==> src/rtl/head_table_lookup.sv <==
// Head-table lookup: reads a bucket's head pointer from the head-table RAM and forwards the task downstream.
// Define HEAD_TABLE_CLEAR_ON_RESET_EN to sweep the RAM to zero after reset before accepting tasks.
module head_table_lookup #(
    parameter int unsigned RAM_LATENCY  = 2,
    parameter int unsigned A_WIDTH      = 8,
    parameter int unsigned BUCKET_WIDTH = 4,
    parameter int unsigned DATA_WIDTH   = 16
) (
    input  logic                    clk_i,
    input  logic                    rst_i,

    input  logic [BUCKET_WIDTH-1:0] task_bucket_i,
    input  logic [DATA_WIDTH-1:0]   task_data_i,
    input  logic                    task_valid_i,
    output logic                    task_ready_o,

    output logic [BUCKET_WIDTH-1:0] task_bucket_o,
    output logic [DATA_WIDTH-1:0]   task_data_o,
    output logic [A_WIDTH-1:0]      task_head_ptr_o,
    output logic                    task_head_ptr_val_o,
    output logic                    task_valid_o,
    input  logic                    task_ready_i,

    input  logic                    ht_wr_en_i,
    input  logic [BUCKET_WIDTH-1:0] ht_wr_addr_i,
    input  logic [A_WIDTH-1:0]      ht_wr_data_ptr_i,
    input  logic                    ht_wr_data_ptr_val_i
);

`ifdef HEAD_TABLE_CLEAR_ON_RESET_EN
    typedef enum logic [1:0] {INIT_S, IDLE_S, READ_S, OUT_S} state_e;
    localparam state_e RESET_STATE = INIT_S;
`else
    typedef enum logic [1:0] {IDLE_S, READ_S, OUT_S} state_e;
    localparam state_e RESET_STATE = IDLE_S;
`endif

    state_e                  state_q, state_d;
    logic [BUCKET_WIDTH-1:0] bucket_q, bucket_d;
    logic [DATA_WIDTH-1:0]   data_q, data_d;
    logic [A_WIDTH-1:0]      ptr_q, ptr_d;
    logic                    ptr_val_q, ptr_val_d;
    logic                    fwd_q, fwd_d;
    logic                    issued_q, issued_d;
`ifdef HEAD_TABLE_CLEAR_ON_RESET_EN
    logic [BUCKET_WIDTH-1:0] clr_cnt_q, clr_cnt_d;
`endif

    logic [A_WIDTH:0]        mem [2**BUCKET_WIDTH];
    logic [A_WIDTH:0]        rd_data_q [RAM_LATENCY];
    logic [RAM_LATENCY-1:0]  rd_valid_q;
    logic                    rd_en;
    logic                    ram_we;
    logic [BUCKET_WIDTH-1:0] ram_waddr;
    logic [A_WIDTH:0]        ram_wdata;
    logic                    host_hit;

    // Read data returns RAM_LATENCY cycles after issue; a same-edge write is not visible to the read.
    always_ff @(posedge clk_i) begin
        if (ram_we) begin
            mem[ram_waddr] <= ram_wdata;
        end
        rd_data_q[0] <= mem[bucket_q];
        for (int unsigned i = 1; i < RAM_LATENCY; i++) begin
            rd_data_q[i] <= rd_data_q[i-1];
        end
    end

    always_ff @(posedge clk_i) begin
        if (rst_i) begin
            rd_valid_q <= '0;
        end else begin
            rd_valid_q[0] <= rd_en;
            for (int unsigned i = 1; i < RAM_LATENCY; i++) begin
                rd_valid_q[i] <= rd_valid_q[i-1];
            end
        end
    end

    assign rd_en    = (state_q == READ_S) && !issued_q;
    assign host_hit = ht_wr_en_i && (ht_wr_addr_i == bucket_q);

    always_comb begin
        state_d   = state_q;
        bucket_d  = bucket_q;
        data_d    = data_q;
        ptr_d     = ptr_q;
        ptr_val_d = ptr_val_q;
        fwd_d     = fwd_q;
        issued_d  = issued_q;
`ifdef HEAD_TABLE_CLEAR_ON_RESET_EN
        clr_cnt_d = clr_cnt_q;
`endif
        ram_we    = 1'b0;
        ram_waddr = ht_wr_addr_i;
        ram_wdata = {ht_wr_data_ptr_i, ht_wr_data_ptr_val_i};

        case (state_q)
`ifdef HEAD_TABLE_CLEAR_ON_RESET_EN
            INIT_S: begin
                ram_we    = 1'b1;
                ram_waddr = clr_cnt_q;
                ram_wdata = '0;
                clr_cnt_d = clr_cnt_q + 1'b1;
                if (clr_cnt_q == '1) begin
                    state_d = IDLE_S;
                end
            end
`endif
            IDLE_S: begin
                ram_we = ht_wr_en_i;
                if (task_valid_i) begin
                    bucket_d  = task_bucket_i;
                    data_d    = task_data_i;
                    ptr_d     = '0;
                    ptr_val_d = 1'b0;
                    fwd_d     = 1'b0;
                    issued_d  = 1'b0;
                    state_d   = READ_S;
                end
            end
            READ_S: begin
                ram_we   = ht_wr_en_i;
                issued_d = 1'b1;
                // RAM return first, then any same-cycle write hit so the write wins.
                if (rd_valid_q[RAM_LATENCY-1] && !fwd_q) begin
                    {ptr_d, ptr_val_d} = rd_data_q[RAM_LATENCY-1];
                end
                if (host_hit) begin
                    ptr_d     = ht_wr_data_ptr_i;
                    ptr_val_d = ht_wr_data_ptr_val_i;
                    fwd_d     = 1'b1;
                end
                if (rd_valid_q[RAM_LATENCY-1]) begin
                    state_d = OUT_S;
                end
            end
            OUT_S: begin
                ram_we = ht_wr_en_i;
                if (host_hit) begin
                    ptr_d     = ht_wr_data_ptr_i;
                    ptr_val_d = ht_wr_data_ptr_val_i;
                    fwd_d     = 1'b1;
                end
                if (task_ready_i) begin
                    state_d = IDLE_S;
                end
            end
            default: state_d = RESET_STATE;
        endcase
    end

    always_ff @(posedge clk_i) begin
        if (rst_i) begin
            state_q   <= RESET_STATE;
            bucket_q  <= '0;
            data_q    <= '0;
            ptr_q     <= '0;
            ptr_val_q <= 1'b0;
            fwd_q     <= 1'b0;
            issued_q  <= 1'b0;
`ifdef HEAD_TABLE_CLEAR_ON_RESET_EN
            clr_cnt_q <= '0;
`endif
        end else begin
            state_q   <= state_d;
            bucket_q  <= bucket_d;
            data_q    <= data_d;
            ptr_q     <= ptr_d;
            ptr_val_q <= ptr_val_d;
            fwd_q     <= fwd_d;
            issued_q  <= issued_d;
`ifdef HEAD_TABLE_CLEAR_ON_RESET_EN
            clr_cnt_q <= clr_cnt_d;
`endif
        end
    end

    // Ready is held low while reset is asserted, even if the reset state is IDLE_S.
    assign task_ready_o        = (state_q == IDLE_S) && !rst_i;
    assign task_valid_o        = (state_q == OUT_S);
    assign task_bucket_o       = bucket_q;
    assign task_data_o         = data_q;
    assign task_head_ptr_o     = ptr_q;
    assign task_head_ptr_val_o = ptr_val_q;

endmodule

==> config.mk <==
export PLATFORM = sky130hd
export DESIGN_NAME = head_table_lookup
export DESIGN_NICKNAME = d
export VERILOG_FILES = /design/src/rtl/head_table_lookup.sv
export SDC_FILE = /design/constraint.sdc
export NUM_CORES = 1
export LEC_CHECK = 0
export BUFFER_PORTS_ARGS = -buffer_cell sky130_fd_sc_hd__buf_2
export CORE_MARGIN = 5
export CORE_UTILIZATION = 45
export CTS_CLUSTER_DIAMETER = 120
export DETAILED_ROUTE_END_ITERATION = 10
export GPL_TIMING_DRIVEN = 1
export PLACE_DENSITY = 0.68
export SLEW_MARGIN = 40
export SYNTH_ARGS = -nofsm -noshare
export SYNTH_HDL_FRONTEND = slang
export SYNTH_SLANG_ARGS = --single-unit
==> constraint.sdc <==
create_clock -name clk_i -period 2.1 [get_ports clk_i]
set_input_delay 0.21 -clock clk_i [delete_from_list [all_inputs] [get_ports clk_i]]
set_output_delay 0.21 -clock clk_i [all_outputs]
set_load 0.1 [all_outputs]
==> metrics.cfg <==
[placed_design]
dp.final_hpwl_um = 9930
gp_congestion = 0.743
portBuffers = 68

[worst_setup_path]
critical_path_buf_inv_count = 2
cp_max_fo = 5
startpoint = state_q[0]
cp-endpoint = task_ready_o
worstSetupStartpointType = flip-flop
cp.depth = 4
slowest_delay_ns = 0.43
rr_startpoint = state_q[0]
cp_data_required_time_ns = 1.89
crit_family = buffers and inverters
r2r_end = mem[0][4]
endpoint_kind = output port
r2r_cells = 6
worstPathCellList = inv_1 -> ha_1 -> nor2b_2 -> buf_2
critPathSlowestCell = buf_2
reg2reg_slack_ns = 0.17
criticalPathCategory = flip-flop to output port
cp.arrival_ns = 1.75

[sta]
finalSetupViolCount = 0
fmax_ghz = 0.510
fin_crit_ns = 1.96
slew_headroom_pct = 52.2
fin_crit_sh_pct = 93.4
fin_skew_ns = 0.0154
grt_setup_unrepaired = false
worst_slew_pin_slew_ns = 0.716
hold_violations = 0
fin_tns_setup_ns = 0
slew_violations = 0

[clocking]
cts_tree = done
cts_resized = 0
cts_buffers = 21
cts_buffer_depth = 3
numClockSinks = 201
cts_root_buffer = clkbuf_16
clkTransAtPathRegs_ns = 0.06
htreeDepth = 1
clk_latency_ns = 0.49

[synth]
syn_area_sq_mm = 0.00759
synthCells = 429
avgSynthCellArea_sq_um = 17.7
synth_edf_count = 144
synth_cell_type_count = 34
synth_common_cells = edfxtp_1, nand2_1, dfxtp_1
synth_seq_cells = 201
synth_fp_nets = 471
ys_top_cells_by_area = edfxtp_1, dfxtp_1, mux4_1, mux4_2, nand2_1
synth.most_common_cell = edfxtp_1
ys_seq_area_share_pct = 72.0
yosys_warnings = 0
synth-main-ff-cell = edfxtp_1
yosysTopAreaCellShare_pct = 56.9
async_flop_share_pct = 0
yosysTopAreaCell = edfxtp_1

[power_and_ir_drop]
combPwrFrac_pct = 12.1
clockPowerShare_pct = 37.6
p_switching_w = 0.00224
fin_total_pwr_w = 0.00894
sw_frac_of_total_pct = 25.0
seqPwrFrac_pct = 50.3
power.internal_w = 0.00670
peakVddDrop_uv = 600
p_per_area_mw_per_mm2 = 981
leakage_nw = 3.26

[floorplanning]
die_w_um = 140
core_area_sq_mm = 0.0166
initial_core_util_pct = 45.8
rows = 47
die_height_um = 140
dieArea_sq_mm = 0.0196
ios = 69

[routing]
via_per_inst = 5.35
ant_nets = 0
vias = 4132
dr.max_layer_used = met4
wl_met1_um = 6820
firstDrtPassIters = 4
totalWireLength_um = 15400
met3_length_um = 912
route.detailed.drc = 0
met2WireLength_um = 7480
wl_per_cell_um = 19.9
drtIter0Drc = 244

[status]
status = completed

[global_route]
grt_pass1_wl_um = 24600
gr-total-overflow = 0
grt_max_degree = 37
antenna_found_initial = 0
grt_usage_pct = 15.9
grt_pass1_vias = 4254

[worst_hold_path]
holdCritPathClass = input pin to flip-flop

[layout]
area_growth_pct = 20.0
final_nets = 581
drive_above_1_share_pct = 25.5
n_antenna_cell = 0

[flow_run]
drv_cap = 0

power groups by stage:
| stage | registers [W] | logic, W | clock network (W) |
|---|---|---|---|
| after detailed placement | 0.00458 | 0.00106 | 0 |
| after global routing | 0.00451 | 0.00115 | 0.00362 |
| after floorplan | 0.00483 | 0.000520 | 0 |
| final | 0.00450 | 0.00108 | 0.00336 |
| after global placement | 0.00458 | 0.00103 | 0 |
| after CTS | 0.00450 | 0.00109 | 0.00345 |
area by class of cell:
class | count | area (sq um)
clock buffers | 27 | 572
well taps | 220 | 275
flip-flops and latches | 201 | 5470
repair buffers | 109 | 723
inverters | 6 | 22.5
multi-input cells | 200 | 2000
clock inverters | 10 | 53.8
fillers | 1294 | 7470
flip-flops by register name, summed over array words and instances (netlist names), named ones only:
name                 flops
task_data_o             16
task_bucket_o            4
rd_data_q               18
fwd_q                    1
rd_valid_q               2
state_q                  2
task_head_ptr_val_o      1
task_head_ptr_o          8
issued_q                 1
mem                    144
per-layer routing:
metal / GRT usage [%] / vias up
li1: - / 1913
met1: 22.2 / 2093
met2: 25.8 / 102
met3: 3.61 / 24
met4: 3.37 / 0
met5: 0 / -
cell usage in the layout (no fill, tap or decap), types with 2 or more instances in the layout:
cell and count:
a211oi_1 2, a21oi_1 24, a22o_1 9, a32o_1 9, buf_12 2, buf_2 68, buf_4 19, clkbuf_1 3
clkbuf_16 21, clkbuf_8 2, clkinv_1 4, clkinv_2 4, dfxtp_1 52, dfxtp_2 5, dlygate4sd3_1 20, edfxtp_1 144
ha_1 3, inv_1 6, mux4_1 32, mux4_2 13, nand2_1 64, nand2b_1 3, nor2_1 14, nor3_1 4
o21ai_0 2, or3_1 2, xnor2_1 4
stage by stage:
| stage | worst slack (ns) | cell area [sq um] | hold WS [ns] | util (%) | cells |
|---|---|---|---|---|---|
| 6_report | 0.138 | 9110 | 0.0848 | 55.0 | 773 |
| 5_1_grt | 0.0399 | 9110 | 0.0978 | 55.0 | 773 |
| 4_1_cts | 0.119 | 9110 | 0.0710 | 55.0 | 773 |
| 3_5_place_dp | 0.201 | 8290 | 0.321 | 50.0 | 716 |
| 3_3_place_gp | 0.251 | 8290 | 0.317 | 50.0 | 716 |
| 2_1_floorplan | 0.128 | 7610 | 0.309 | - | 429 |
what timing repair did:
action                    CTS  global route
hold endpoints to repair   24             0
hold buffers               20             0
buffers inserted            0             0
tightest hold or removal path: cells and delay by family:
family	cells	cell delay, ns
buffers and inverters	1	0.08
AOI/OAI and AO/OA	2	0.23
worst min-delay path by stage:
stage          depth (start not counted)  slack, ns                 start                to
6_report                               3       0.08          task_ready_i        state_q[1]
5_1_grt                                3        0.1          task_ready_i        state_q[1]
4_1_cts                                3       0.07          task_ready_i        state_q[1]
3_5_place_dp                           0       0.32       rd_data_q[0][1]  rd_data_q[0][10]
3_3_place_gp                           0       0.32       rd_data_q[0][5]  rd_data_q[0][14]
2_1_floorplan                          0       0.31  ht_wr_data_ptr_val_i         mem[0][0]
cell families (layout without fill, tap and decap cells):
logic type | after synthesis | count (layout) | synth area share, %
AO/OA/AOI/OAI | 50 | 50 | 4.47
XOR/XNOR | 4 | 4 | 0.461
adder cells (fa/ha/maj) | 4 | 4 | 0.659
buffers and inverters | 28 | 152 | 1.88
flip-flops | 201 | 201 | 72.0
multiplexers | 46 | 46 | 15.1
AND/OR/NAND/NOR | 96 | 96 | 5.50
Note: power is estimated with default switching activity, not from simulation.
